File: src/rtl/if_id_queue.sv
// Fetch-to-decode instruction queue: a DEPTH-entry FIFO of {pc, instr} pairs with
// valid/ready handshakes on both sides, flush, and registered occupancy.
module if_id_queue #(
  parameter int XLEN  = 32,
  parameter int ILEN  = 32,
  parameter int DEPTH = 2
) (
  input  logic                       clk_i,
  input  logic                       rst_i,
  input  logic                       flush_i,
  input  logic                       in_valid_i,
  output logic                       in_ready_o,
  input  logic [XLEN-1:0]            in_pc_i,
  input  logic [ILEN-1:0]            in_instr_i,
  output logic                       out_valid_o,
  input  logic                       out_ready_i,
  output logic [XLEN-1:0]            out_pc_o,
  output logic [ILEN-1:0]            out_instr_o,
  output logic [$clog2(DEPTH+1)-1:0] count_o
);

  localparam int AW = $clog2(DEPTH);
  localparam int CW = $clog2(DEPTH+1);

  logic [XLEN-1:0] r_pc_mem    [DEPTH];
  logic [ILEN-1:0] r_instr_mem [DEPTH];
  logic [AW-1:0]   r_wr_ptr;
  logic [AW-1:0]   r_rd_ptr;
  logic [CW-1:0]   r_count;

  logic w_in_ready;
  logic w_out_valid;
  logic w_push;
  logic w_pop;

  // Both handshake flags come purely from the occupancy register.
  assign w_in_ready  = (r_count < CW'(DEPTH));
  assign w_out_valid = (r_count != '0);

  assign w_push = in_valid_i & w_in_ready & ~flush_i & ~rst_i;
  assign w_pop  = w_out_valid & out_ready_i & ~flush_i & ~rst_i;

  always_ff @(posedge clk_i) begin
    if (rst_i) begin
      r_wr_ptr <= '0;
      r_rd_ptr <= '0;
      r_count  <= '0;
    end else if (flush_i) begin
      r_rd_ptr <= r_wr_ptr;
      r_count  <= '0;
    end else begin
      if (w_push) r_wr_ptr <= r_wr_ptr + AW'(1);
      if (w_pop)  r_rd_ptr <= r_rd_ptr + AW'(1);
      case ({w_push, w_pop})
        2'b10:   r_count <= r_count + CW'(1);
        2'b01:   r_count <= r_count - CW'(1);
        default: r_count <= r_count;
      endcase
    end
  end

  // Storage carries no reset; the output mux below hides it whenever empty.
  always_ff @(posedge clk_i) begin
    if (w_push) begin
      r_pc_mem[r_wr_ptr]    <= in_pc_i;
      r_instr_mem[r_wr_ptr] <= in_instr_i;
    end
  end

  assign in_ready_o  = w_in_ready;
  assign out_valid_o = w_out_valid;
  assign count_o     = r_count;
  assign out_pc_o    = w_out_valid ? r_pc_mem[r_rd_ptr]    : '0;
  assign out_instr_o = w_out_valid ? r_instr_mem[r_rd_ptr] : '0;

endmodule
File: config.mk
export PLATFORM = sky130hd
export DESIGN_NAME = if_id_queue
export DESIGN_NICKNAME = d
export VERILOG_FILES = /design/src/rtl/if_id_queue.sv
export SDC_FILE = /design/constraint.sdc
export NUM_CORES = 1
export LEC_CHECK = 0
export BUFFER_PORTS_ARGS = -buffer_cell sky130_fd_sc_hd__buf_2
export CORE_MARGIN = 4
export CORE_UTILIZATION = 45
export CTS_BUF_LIST = sky130_fd_sc_hd__clkbuf_4
export DETAILED_ROUTE_END_ITERATION = 6
export PLACE_DENSITY = 0.73
export SLEW_MARGIN = 0
export SYNTH_ARGS = -nofsm -noshare
export SYNTH_HDL_FRONTEND = slang
export SYNTH_SLANG_ARGS = --single-unit
File: constraint.sdc
create_clock -name clk_i -period 4.9 [get_ports clk_i]
set_clock_uncertainty 0.2 [all_clocks]
set_input_delay 0.245 -clock clk_i [delete_from_list [all_inputs] [get_ports clk_i]]
set_output_delay 0.245 -clock clk_i [all_outputs]
set_load 0.01 [all_outputs]
==> out/metrics.yaml <==
outcome:
  outcome: "finished clean"
floorplanning:
  rows: 38
  die_x_um: 114
  io_pins: 137
  die_height_um: 114
  dieArea_um2: 13000
  core_um2: 10900
  start_util_pct: 46.2
final_layout:
  final_nets: 579
  layout-drive-gt1-share_pct: 33.0
  area_delta_synth_final_pct: 35.2
  utilization_pct: 62.5
  stdcell_count: 662
pwr:
  p_leak_nw: 2.64
  ir_drop_mv: 0.184
  power.density_nw_per_um2: 316
synth:
  synth_nets: 368
  syn_avg_cell_area_um2: 16.9
  yosysUniqueCellTypes: 18
  syn_area_um2: 5050
  yosys-top-cells-area: "edfxtp_1 (76%), mux2i_1 (13%), nor2_1 (5.1%)"
  ys_seq_elements: 133
  synth_top_cell_by_area: "edfxtp_1"
  synth_top_area_share_pct: 76.1
  seq_area_frac_synth_pct: 78.1
  postSynthCellCount: 298
  yosysWarnings: 0
global_route:
  grt-ovfl-total: 0
  grt_usage_pct: 15.5
  grt_max_degree: 66
  antenna_found_initial: 1
  grt_pass1_wl_um: 15400
  grt_pass1_vias: 3319
clock_network:
  clkTransAtPathRegs_ps: 100
  clock_latency_ps: 470
  cts.sinks: 133
  cts_tree: "built"
  root_buffer: "clkbuf_4"
  cts_buffers: 17
  htreeDepth: 4
  post_cts_buffers: 0
  cts_buffer_depth: 2
timing:
  finalMaxSlewViolations: 0
  fmax_mhz: 362
  worstMarginPinSlew_ps: 1150
  max-slew-margin-rel_pct: 23.4
  period_share_pct: 56.4
  hold_violations: 0
  grt_setup_unrepaired: "false"
  tns_ps: 0
  fin_crit_ps: 2760
  fin_ws_ps: 2140
  setup_viol: 0
worst_setup_path:
  crit_arrival_ps: 2680
  end_kind: "flip-flop"
  critPathKind: "input pin to flip-flop"
  cp_max_fo: 39
  critical_path_required_ps: 4820
  startpoint_type: "input pin"
placement:
  post-place-ws_ps: 2150
  place_congestion: 0.797
  dp_hpwl_um: 5670
  io_buffer_count: 136
  dp.cells: 563
hold_path:
  holdCritPathClass: "input pin to flip-flop"
route:
  routedWlPerCell_um: 14.8
  ant_nets: 0
  via_per_inst: 4.73
  detail_route.wirelength_um: 9820
  drt_iter0_drc: 143
  vias: 3129
  dr.pass1.iters: 4
  drc: 0
run:
  maxCapViolCount: 0
## what timing repair did
action | CTS | global route
hold buffers | 67 | 0
hold endpoints to repair | 133 | 0
setup endpoints to repair | 0 | 0
resized for setup | 0 | 0
## registers in the layout, indices dropped and copies added (netlist names), named ones only
signal and count:
count_o 2, r_rd_ptr 1, r_wr_ptr 1, r_pc_mem 64, r_instr_mem 64
## worst paths after layout
kind / start / endpoint / slack, ps / cells past startpoint
worst min-delay path: out_ready_i / r_rd_ptr / 110 / 4
worst max-delay path: flush_i / r_instr_mem[1][16] / 2140 / 6
worst max register to register: count_o[1] / r_instr_mem[1][16] / 2180 / 4
worst min register to register: count_o[1] / count_o[1] / 400 / 2
## critical path: stages
cell	delay, ps
dlygate4sd3_1	550
buf_2	160
nor4b_2	320
inv_1	190
nor2_4	610
buf_4	560
## metrics by stage
step | total power, W | hold slack [ps] | instance area (um^2)
floorplan | 0.00137 | 117 | 5050
CTS | 0.00219 | 29.1 | 6830
global route | 0.00226 | 87.4 | 6830
finish | 0.00216 | 110 | 6830
global placement | 0.00142 | 232 | 5870
detailed placement | 0.00143 | 238 | 5870
## per-layer routing
layer  global-route usage, %  part of all wire [%]  vias to the layer above
li1                        -                     -                     1527
met1                    17.8                    41                     1486
met2                    27.7                    52                      112
met3                    4.77                   6.7                        4
met4                    4.75                  0.43                        0
met5                       0                     0                        -
## cell usage after synthesis
cell      number
clkbuf_1       1
nor2_1        69
xor2_1         1
nor3_1         2
a21boi_1       1
o21ai_0        2
edfxtp_1     128
dfxtp_1        5
xnor2_1        3
o21a_1         1
or3_1          1
buf_2          7
buf_4          6
ha_1           1
mux2i_1       64
nor4b_2        1
inv_1          4
a21oi_1        1
## logic make-up after synthesis
kind of cell	after synthesis	share of synthesized area [%]
simple gates	73	5.75
xor+xnor	4	0.694
buf+inv	18	1.96
fa+ha+maj	1	0.248
flops	133	78.1
mux	64	12.7
compound gates	5	0.595
## area by class of cell
type	count	area (um^2)
multi-input combinational	147	1030
fill	844	4110
tap	140	175
clock inverter	11	135
sequential	133	3950
timing repair buffer	206	1370
inverter	4	15.0
antenna	1	2.50
clock buffer	20	150
## placed cells by master (no fill, tap or decap), types with 3 or more instances in the layout
| cell type | n |
|---|---|
| dlygate4sd3_1 | 67 |
| buf_2 | 136 |
| clkinv_1 | 3 |
| clkbuf_4 | 20 |
| bufinv_16 | 3 |
| xnor2_1 | 3 |
| nor2_4 | 3 |
| mux2i_1 | 64 |
| edfxtp_1 | 128 |
| buf_4 | 3 |
| dfxtp_1 | 4 |
| nor2_1 | 66 |
| inv_1 | 4 |
## power by group
group          leakage, nW  switching, W  internal, W
clock                0.151      0.000357     0.000363
sequential            1.20     0.0000216      0.00127
combinational         1.28     0.0000609    0.0000887
total                 2.64      0.000439      0.00172
Note: power is estimated with default switching activity, not from simulation.
